===== config.mk =====
export PLATFORM = sky130hd
export DESIGN_NAME = dram_arbiter
export DESIGN_NICKNAME = d
export VERILOG_FILES = /design/src/rtl/dram_arbiter.sv
export SDC_FILE = /design/constraint.sdc
export NUM_CORES = 1
export LEC_CHECK = 0
export BUFFER_PORTS_ARGS = -buffer_cell sky130_fd_sc_hd__buf_2
export CAP_MARGIN = 20
export CORE_AREA = 2 2 118 120
export CTS_BUF_LIST = sky130_fd_sc_hd__clkbuf_8
export DETAILED_ROUTE_END_ITERATION = 8
export DIE_AREA = 0 0 120 122
export PLACE_DENSITY = 0.67
export SYNTH_ARGS = -nofsm -noshare
export SYNTH_HDL_FRONTEND = slang
export SYNTH_SLANG_ARGS = --single-unit

===== constraint.sdc =====
create_clock -name clk_in -period 3 [get_ports clk_in]
set_input_delay 0.6 -clock clk_in [delete_from_list [all_inputs] [get_ports clk_in]]
set_output_delay 0.6 -clock clk_in [all_outputs]
set_load 0.05 [all_outputs]

===== src/rtl/dram_arbiter.sv =====
// dram_arbiter: shares the single-port data DRAM between the CPU (port 0) and a debug/loader port (port 1)
module dram_arbiter #(
  parameter int ADDR_W     = 32,
  parameter int DATA_W     = 32,
  parameter int STARVE_MAX = 4
) (
  input  logic              clk_in,
  input  logic              reset,
  input  logic              cpu_req,
  input  logic              cpu_we,
  input  logic [ADDR_W-1:0] cpu_addr,
  input  logic [DATA_W-1:0] cpu_wdata,
  output logic              cpu_ready,
  output logic [DATA_W-1:0] cpu_rdata,
  input  logic              dbg_req,
  input  logic              dbg_we,
  input  logic [ADDR_W-1:0] dbg_addr,
  input  logic [DATA_W-1:0] dbg_wdata,
  output logic              dbg_ready,
  output logic [DATA_W-1:0] dbg_rdata,
  output logic              mem_en,
  output logic              mem_we,
  output logic [ADDR_W-1:0] mem_addr,
  output logic [DATA_W-1:0] mem_wdata,
  input  logic [DATA_W-1:0] mem_rdata,
  output logic              busy,
  output logic              gnt_id
);
  localparam logic [3:0] SMAX = 4'(STARVE_MAX);
  typedef enum logic [1:0] {IDLE, ISSUE, RESP} state_t;
  state_t state_q, state_d;
  logic gnt_q, gnt_d, we_q, we_d, take, pick_dbg, iss, rsp;
  logic [ADDR_W-1:0] addr_q, addr_d;
  logic [DATA_W-1:0] wdata_q, wdata_d;
  logic [3:0] starve_q, starve_d;
  // arbitrate in IDLE, latch the winner's access, track consecutive CPU wins over a waiting debug port
  always_comb begin
    pick_dbg = dbg_req && (!cpu_req || starve_q == SMAX);
    take     = state_q == IDLE && (cpu_req || dbg_req);
    state_d  = take ? ISSUE : state_q == ISSUE ? RESP : IDLE;
    gnt_d    = take ? pick_dbg : gnt_q;
    we_d     = take ? (pick_dbg ? dbg_we : cpu_we) : we_q;
    addr_d   = take ? (pick_dbg ? dbg_addr : cpu_addr) : addr_q;
    wdata_d  = take ? (pick_dbg ? dbg_wdata : cpu_wdata) : wdata_q;
    starve_d = !take ? starve_q : (pick_dbg || !dbg_req) ? 4'd0 :
               starve_q == SMAX ? starve_q : starve_q + 4'd1;
  end
  // sequencer and latched access registers; reset aborts any access in flight
  always_ff @(posedge clk_in) begin
    if (reset) begin
      state_q  <= IDLE;
      gnt_q    <= 1'b0;
      we_q     <= 1'b0;
      addr_q   <= '0;
      wdata_q  <= '0;
      starve_q <= '0;
    end else begin
      state_q  <= state_d;
      gnt_q    <= gnt_d;
      we_q     <= we_d;
      addr_q   <= addr_d;
      wdata_q  <= wdata_d;
      starve_q <= starve_d;
    end
  end
  assign iss       = state_q == ISSUE;
  assign rsp       = state_q == RESP;
  assign mem_en    = iss;
  assign mem_we    = iss && we_q;
  assign mem_addr  = iss ? addr_q : '0;
  assign mem_wdata = iss ? wdata_q : '0;
  assign busy      = iss || rsp;
  assign gnt_id    = busy && gnt_q;
  assign cpu_ready = rsp && !gnt_q;
  assign dbg_ready = rsp && gnt_q;
  assign cpu_rdata = cpu_ready && !we_q ? mem_rdata : '0;
  assign dbg_rdata = dbg_ready && !we_q ? mem_rdata : '0;
endmodule


* Word level (Yosys, flattened, before mapping)
Cells that the tools add are included.
W data, S select, Z words.
** Storage, ports and cells
- Logic and storage cells :: 42
- Memories :: 0
- Input bits :: 166
- Output and inout bits :: 134
- Register bits after elaboration :: 72
- Latch bits :: 0
- Bits in read-only memories :: 0
- RAM bits :: 0
** Cells by class
- Mux-type cells :: 11
- Reduce and logical (&&, ||, !) cells :: 19
- Shift-type cells :: 0
- Eq/ne operators :: 4
- Divide/modulo/power cells :: 0
- Add/sub/neg operators :: 1
- Order comparisons :: 0
- Bitwise operators :: 0
- Multiply operators :: 0
** Operators with widths (count)
- $mux W32 :: 6
- $logic_and A1 B1 Y1 :: 8
- $mux W4 :: 2
- $add A4 B1 Y4 const B :: 1
- $eq A4 B3 Y1 const B :: 1
- $logic_not A1 Y1 :: 4
- $logic_or A1 B1 Y1 :: 4
- $eq A2 B1 Y1 const B :: 1
- $eq A2 B2 Y1 const B :: 1
- $logic_not A2 Y1 :: 1
- $mux W1 :: 2
- $mux W2 :: 1
- $ne A2 B2 Y1 const B :: 1
- $reduce_and A2 Y1 :: 1
- $reduce_or A2 Y1 :: 1

* Longest topological paths before layout
Gate-level depths: netlist of run 1.
- Word-level depth :: 6
- Gate-level depth with buffers :: 9
- Gate-level depth less buffers :: 7

* Worst setup path after synthesis of run 1
Ideal clock, no wire load.
- Path type :: register to output
- From :: register state_q[0]
- To :: output port cpu_rdata[10]
- Arrival :: 2222 ps
- Required time :: 2400 ps
- Stages on the path, launching flop included :: 7
- Setup slack :: 178 ps
- Path buffers :: 1
- Cell sequence :: dfxtp_1 -> inv_1 -> ha_1 -> nor2b_1 -> nor2b_1 -> clkbuf_1 -> and2_1
** Between the ends
- Cells in the longest elaborated chain, start to end :: 4
** Ends and longest elaborated chain
- start, declared :: line 31 : state_t state_q, state_d;
- start signal, assigned :: line 58 : state_q <= state_d;
- $eq A2 B2 Y1 :: line 67 : assign rsp = state_q == RESP;
- $logic_and A1 B1 Y1 :: line 74 : assign cpu_ready = rsp && !gnt_q;
- named net cpu_ready :: line 13 : output logic cpu_ready,
- $logic_and A1 B1 Y1 :: line 76 : assign cpu_rdata = cpu_ready && !we_q ? mem_rdata : '0;
- $mux W32 :: line 76
- end, declared :: line 14 : output logic [DATA_W-1:0] cpu_rdata,
The timed path passes the listed nets, and every way through them passes these cells.

* Worst setup path after layout of run 1
- From :: register state_q[0]
- To :: output port cpu_rdata[3]
** Between the ends
- Cells in the longest elaborated chain, start to end :: 4
** Ends and longest elaborated chain (line)
- $eq A2 B2 Y1 :: 67
- $logic_and A1 B1 Y1 :: 74
- $logic_and A1 B1 Y1 :: 76
- $mux W32 :: 76
No other way between the ends.

==> reports/summary.md, run 1 <==
• **antenna violations before repair** 4
• **Post-layout nets** 924
• **leakage power total** 3.06 nW
• **count of warnings emitted by yosys** 0
• **count of cells along the worst register-to-register path** 7
• **CTS buffer count** 9
• **post-route fraction of the period consumed by the critical path** 83.6%
• **CTS resizes** 0
• **chain of cells forming the critical path** inv_1 > ha_1 > nor2b_1 > nor2b_1 > buf_4 > and2_1 > buf_2
• **synthesized area per cell** 8.33 um2
• **wire length of the first global-routing pass** 20.4 mm
• **fin. max-slew vios** 0
• **Distinct cells, synth** 27
• **worst IR drop on VDD** 277 uV
• **critical path arrival** 1.91 ns
• **HP Class** flop to flop
• **number of placement rows** 43
• **headroom to the max-slew limit** 60.8%
• **Initial Util** 28.9%
• **Placed Area** 0.00557 mm2
• **switching fraction of total power** 30.0%
• **leading cell types in the layout, fill and taps excluded** buf_2, and2_1, dfxtp_1
• **type of the setup path with the least slack** flop to primary output
• **Tmin final** 2.51 ns
• **global route overflow** 0
• **total stage count of the critical path** 7
• **cell area after synthesis** 0.00391 mm2
• **Post-CTS Setup Inserts** 0
• **layout cell share with drive strength beyond 1** 43.3%
• **Max-cap violations** 0
• **RSZ-0062 raised after global routing** false
• **number of I/O port buffers** 299
• **sequential fraction of design power** 39.9%
• **Most common cell on crit path** nor2b_1
• **final RePlAce weighted congestion** 0.867
• **CTS Root Cell** clkbuf_8
• **register area share after synthesis** 36.9%
• **number of synthesized register bits** 72
• **final std cell area, no fill** 0.00584 mm2
• **number of global-route vias before repair** 3925
• **core box area** 0.0135 mm2
• **overall die width** 120 um
• **via count normalized by instance count** 4.38
• **Mapped Nets** 640
• **iteration count of the initial detailed-routing pass** 4
• **global-route usage over all layers** 18.3%
• **CP Capture Type** primary output
• **number of buffer and inverter instances along the worst setup path** 3
• **clock latency reported for the late side of the worst-skew pair** 0.36 ns
• **outcome** finished clean
• **hold_buf cts** 0
• **DRC marker count from the first detailed-route iteration** 170
• **total I/O pin count** 300
• **switching power** 0.815 mW
• **buffer depth of the longest clock path** 2
• **power density of the placed cells** 466 mW/mm2
• **slew of the pin with the lowest slew margin** 0.588 ns
• **Area growth, synth to finish** 49.4%
• **Cells on Worst Hold Path** 2
• **average routed wire per standard cell** 14.6 um
• **Critical Path Fanout Max** 32
• **CTS tree** done
• **fill cell count** 1430
• **count of antenna-violating nets left after detailed routing** 0
• **H-tree levels** 3
• **Synth Instances** 469
• **category of the worst setup path launch point** flop
• **Die Y** 122 um
• **Post-DP HPWL** 11.1 mm
• **internal power** 1.91 mW
• **CTS clk-pin slew, worst paths** 0.07 ns
• **required time of the critical path** 2.40 ns
• **count of endpoints failing hold in the final timing report** 0
• **number of endpoints failing setup at the final stage** 0
• **CTS sink cnt** 72
• **DRC** 0
• **maximum number of pins on one net before global-route repair** 42
• **CP delay by family, top** buffers and inverters
• **Detailed Route WL** 13.7 mm
• **Post-Route Setup TNS** 0 ns
• **cell type of the slowest stage on the worst timing path** dfxtp_1
• **clock network power share** 37.8%
• **combinational share of power** 22.2%
• **worst clock skew** 0.0121 ns
• **total via count in the routed design** 4117
• **most common cell after layout, fill and taps aside** buf_2
• **post-layout util** 43.2%
• **Crit path largest cell delay** 0.32 ns
• **maximum operating frequency** 0.398 GHz
• **die footprint** 0.0146 mm2
worst register-to-register path, cell delays in order, from the launching register on:
cell and delay (ns):
dfxtp_1 0.35, inv_1 0.08, ha_1 0.14, nand3b_1 0.13
a21boi_4 0.18, buf_4 0.47, mux2i_1 0.33, o21ai_0 0.11
logic make-up after synthesis:
family / synth area share, %
AO/OA/AOI/OAI: 9.74
flip-flops: 36.9
adder cells (fa/ha/maj): 1.60
AND/OR/NAND/NOR: 29.9
multiplexers: 16.7
buffers and inverters: 5.22
stage by stage:
stage / power [mW] / hold slack, ns / setup WS, ns / instances
6_report: 2.72 / 0.444 / 0.491 / 940
5_1_grt: 2.85 / 0.471 / 0.332 / 940
4_1_cts: 2.76 / 0.446 / 0.442 / 938
3_5_place_dp: 1.72 / 0.436 / 0.848 / 922
3_3_place_gp: 1.71 / 0.427 / 0.863 / 922
2_1_floorplan: 1.49 / 0.417 / 0.178 / 469
final timing paths:
| kind | start | end | slack [ns] |
|---|---|---|---|
| worst max-delay path | state_q[0]$_SDFF_PP0_ | cpu_rdata[3] | 0.49 |
| worst min-delay path | wdata_q[17]$_SDFFE_PP0P_ | wdata_q[17]$_SDFFE_PP0P_ | 0.44 |
| worst min register to register | wdata_q[17]$_SDFFE_PP0P_ | wdata_q[17]$_SDFFE_PP0P_ | 0.44 |
| worst max register to register | starve_q[0]$_SDFFE_PP0P_ | addr_q[0]$_SDFFE_PP0P_ | 1.10 |
metal layers:
metal  vias up  track usage [%]  routed length, um
li1       2100                -                  -
met1      1799             19.1               5180
met2       193             33.5               6950
met3        25             5.48               1090
met4         0             8.68                471
met5         -                0                  0
synthesized netlist by cell type, drive strengths merged:
master	count	area, um2
a22o	1	8.76
nand3b	1	7.51
buf	12	97.6
inv	5	18.8
mux2i	65	651
a21boi	1	11.3
a31oi	1	6.26
or2	1	6.26
nand2	70	263
a21oi	1	5.00
ha	5	62.6
and2	132	826
nor2b	5	31.3
dfxtp	72	1440
and3	1	6.26
o21ai	67	339
nor3	1	5.00
a32o	1	10.0
clkbuf	23	87.6
nor3b	1	7.51
nand3	3	15.0
state kept, by name (all words and copies together) (netlist names):
name,count
addr_q,32
starve_q,4
we_q,1
wdata_q,32
gnt_q,1
state_q,2
layout make-up:
class                      instances  area, um2  area share, %
inverter                           5       18.8          0.322
multi-input combinational        357       2280           39.0
tap                              180        225           3.86
clock buffer                       9        124           2.12
clock inverter                     7        141           2.42
antenna                            2       5.00         0.0858
timing repair buffer             308       1600           27.4
sequential                        72       1440           24.7
power groups by stage:
stage | combinational [mW] | clock, mW | sequential [mW]
finish | 0.605 | 1.03 | 1.09
global route | 0.660 | 1.10 | 1.10
CTS | 0.612 | 1.06 | 1.09
detailed placement | 0.612 | 0 | 1.11
global placement | 0.602 | 0 | 1.11
floorplan | 0.394 | 0 | 1.09
Power figures use the tool's default switching activity.
==> inputs of run 2 (changes only) <==
==> constraint.sdc (replaced) <==
create_clock -name clk_in -period 2.52 [get_ports clk_in]
set_input_delay 0.504 -clock clk_in [delete_from_list [all_inputs] [get_ports clk_in]]
set_output_delay 0.504 -clock clk_in [all_outputs]
set_load 0.05 [all_outputs]
==> run 2 against run 1 <==
Compared with the run above:
- worst setup slack got worse by 0.31 ns
- routed wire length about the same
- hold slack got worse by 0.052 ns
- non-clock buffer count increased by 1
- critical endpoint is now cpu_rdata[17]
- largest cell class unchanged
- largest power group unchanged
==> reports/summary.md, run 2 (synthesis results as in run 1) <==
• **source of the worst hold timing path** reset, was wdata_q[17]$_SDFFE_PP0P_
• **Worst Setup SP** state_q[0]$_SDFF_PP0_, unchanged
• **power density of the placed cells** 532 mW/mm2, was 466 mW/mm2
• **CP Capture Type** primary output, unchanged
• **type of the setup path with the least slack** flop to primary output, unchanged
• **CTS Root Cell** clkbuf_8, unchanged
• **worst IR drop on VDD** 307 uV, was 277 uV
• **slew of the pin with the lowest slew margin** 0.402 ns, was 0.588 ns
• **Post-layout nets** 925, was 924
• **Post-DP HPWL** 11.0 mm, was 11.1 mm
• **outcome** finished clean, unchanged
• **combinational share of power** 23.0%, was 22.2%
• **die footprint** 0.0146 mm2, unchanged
• **core box area** 0.0135 mm2, unchanged
• **DRC** 0, unchanged
• **hold worst-path end** starve_q[3]$_SDFFE_PP0P_, was wdata_q[17]$_SDFFE_PP0P_
• **CTS tree** done, unchanged
• **antenna violations before repair** 8, was 4
• **number of placement rows** 43, unchanged
• **CP delay by family, top** buffers and inverters, unchanged
• **required time of the critical path** 2.02 ns, was 2.40 ns
• **buffer depth of the longest clock path** 2, unchanged
• **multi-input combinational cell area** 0.00228 mm2, about the same
• **leading cell types in the layout, fill and taps excluded** buf_2, and2_1, dfxtp_1, unchanged
• **CTS buffer count** 9, unchanged
• **number of endpoints failing setup at the final stage** 0, unchanged
• **most common cell after layout, fill and taps aside** buf_2, unchanged
• **headroom to the max-slew limit** 73.2%, was 60.8%
• **global route overflow** 0, unchanged
• **total I/O pin count** 300, unchanged
• **Tmin final** 2.34 ns
• **leakage power total** 3.05 nW, was 3.06 nW
• **Post-Route Setup TNS** 0 ns, unchanged
• **final std cell area, no fill** 0.00585 mm2, was 0.00584 mm2
• **end of the worst register-to-register path** wdata_q[31]$_SDFFE_PP0P_, was addr_q[0]$_SDFFE_PP0P_
• **global-route usage over all layers** 17.9%, was 18.3%
• **hold slack final** 0.392 ns, was 0.444 ns
• **placement-stage worst setup slack** 0.508 ns, was 0.848 ns
• **count of endpoints failing hold in the final timing report** 0, unchanged
• **biggest registers after layout** addr_q x32, wdata_q x32, starve_q x4, unchanged
• **total via count in the routed design** 4117, unchanged
• **Critical Path Fanout Max** 32, unchanged
• **count of cells along the worst register-to-register path** 7, unchanged
• **worst clock skew** 0.00896 ns, was 0.0121 ns
• **slack of the worst reg-to-reg path** 0.74 ns, was 1.10 ns
• **Max-cap violations** 0, unchanged
• **clock network power share** 35.8%, was 37.8%
• **wire length of the first global-routing pass** 19.7 mm, was 20.4 mm
• **maximum number of pins on one net before global-route repair** 48, was 42
• **critical path arrival** 1.83 ns, was 1.91 ns
• **H-tree levels** 3, unchanged
• **HP Class** primary input to flop, was flop to flop
• **iteration count of the initial detailed-routing pass** 4, unchanged
• **number of buffer and inverter instances along the worst setup path** 3, unchanged
• **fill cell count** 1413, was 1430
• **fin. max-slew vios** 0, unchanged
• **Cells on Worst Hold Path** 2, unchanged
• **clock latency reported for the late side of the worst-skew pair** 0.35 ns, was 0.36 ns
• **DRC marker count from the first detailed-route iteration** 114, was 170
• **Die Y** 122 um, unchanged
• **overall die width** 120 um, unchanged
• **Detailed Route WL** 13.7 mm, about the same
• **Seq. cell area** 0.00144 mm2, unchanged
• **via count normalized by instance count** 4.37, was 4.38
• **Placed Area** 0.00560 mm2, was 0.00557 mm2
• **final RePlAce weighted congestion** 0.871, was 0.867
• **average routed wire per standard cell** 14.5 um, was 14.6 um
• **post-route fraction of the period consumed by the critical path** 92.8%
• **final worst slack** 0.182 ns, was 0.491 ns
• **Post-CTS Setup Inserts** 0, unchanged
• **number of I/O port buffers** 299, unchanged
• **category of the worst setup path launch point** flop, unchanged
• **layout cell share with drive strength beyond 1** 43.5%, was 43.3%
• **CTS clk-pin slew, worst paths** 0.07 ns, about the same
• **number of global-route vias before repair** 3681, was 3925
• **maximum operating frequency** 0.428 GHz
• **internal power** 2.18 mW, was 1.91 mW
• **chain of cells forming the critical path** inv_1 > ha_1 > nor2b_2 > nor2b_1 > buf_6 > and2_1 > buf_2, was inv_1 > ha_1 > nor2b_1 > nor2b_1 > buf_4 > and2_1 > buf_2
• **switching fraction of total power** 30.0%, about the same
• **sequential fraction of design power** 41.2%, was 39.9%
• **Crit path largest cell delay** 0.32 ns, about the same
• **cell type of the slowest stage on the worst timing path** dfxtp_1, unchanged
• **switching power** 0.935 mW, was 0.815 mW
• **Area growth, synth to finish** 49.9%, was 49.4%
• **RR Startpoint** starve_q[0]$_SDFFE_PP0P_, unchanged
• **CTS sink cnt** 72, unchanged
• **RSZ-0062 raised after global routing** false, unchanged
• **Initial Util** 28.9%, unchanged
• **count of antenna-violating nets left after detailed routing** 0, unchanged
run 2: changes by cell type in the layout (fill, tap and decap cells not counted), sizes merged:
cell / delta
diode: +3
inv: -3
clkinvlp: +2
buf: +1
bufinv: -1
clkbuf: +1
run 2: power groups by stage:
stage,Combinational (mW),Clock [mW],Sequential [mW]
final,0.716,1.12,1.28
after global routing,0.776,1.21,1.30
after CTS,0.727,1.16,1.29
after floorplan,0.470,0,1.30
after detailed placement,0.726,0,1.31
after global placement,0.719,0,1.31
run 2: final cells by class:
class | count | share of cell area (%)
repair buffers | 309 | 27.9
multi-input cells | 357 | 39.0
inverters | 5 | 0.321
clock buffers | 10 | 2.35
clock inverters | 5 | 1.80
diodes | 5 | 0.214
flip-flops and latches | 72 | 24.6
well taps | 180 | 3.85
run 2: what timing repair did:
item,CTS,global route
gates resized for setup,0,1
hold buffers,0,0
setup endpoints to repair,0,14
run 2: how the worst max path moves through the flow:
stage          cells past startpoint  slack (ns)             to
6_report                           7        0.18  cpu_rdata[17]
5_1_grt                            7        0.02  cpu_rdata[30]
4_1_cts                            7        0.11  cpu_rdata[17]
3_5_place_dp                       7        0.51  cpu_rdata[17]
3_3_place_gp                       7        0.55  cpu_rdata[12]
2_1_floorplan                      6        0.08  cpu_rdata[10]
run 2: metrics by stage:
step / instances / util (%) / power [mW]
after detailed placement: 923 / 41.4 / 2.04
after global routing: 941 / 43.3 / 3.28
final: 943 / 43.4 / 3.12
after CTS: 938 / 43.2 / 3.18
after floorplan: 469 / - / 1.77
after global placement: 923 / 41.4 / 2.03
run 2: layer usage:
| metal | part of all wire [%] | wire [um] | vias up | track usage, % |
|---|---|---|---|---|
| met1 | 37 | 5090 | 1807 | 18.2 |
| met5 | 0.095 | 13 | - | 0 |
| met2 | 51 | 6940 | 184 | 32.2 |
| met4 | 3.1 | 420 | 2 | 8.97 |
| met3 | 9.1 | 1240 | 22 | 6.32 |
| li1 | - | - | 2102 | - |
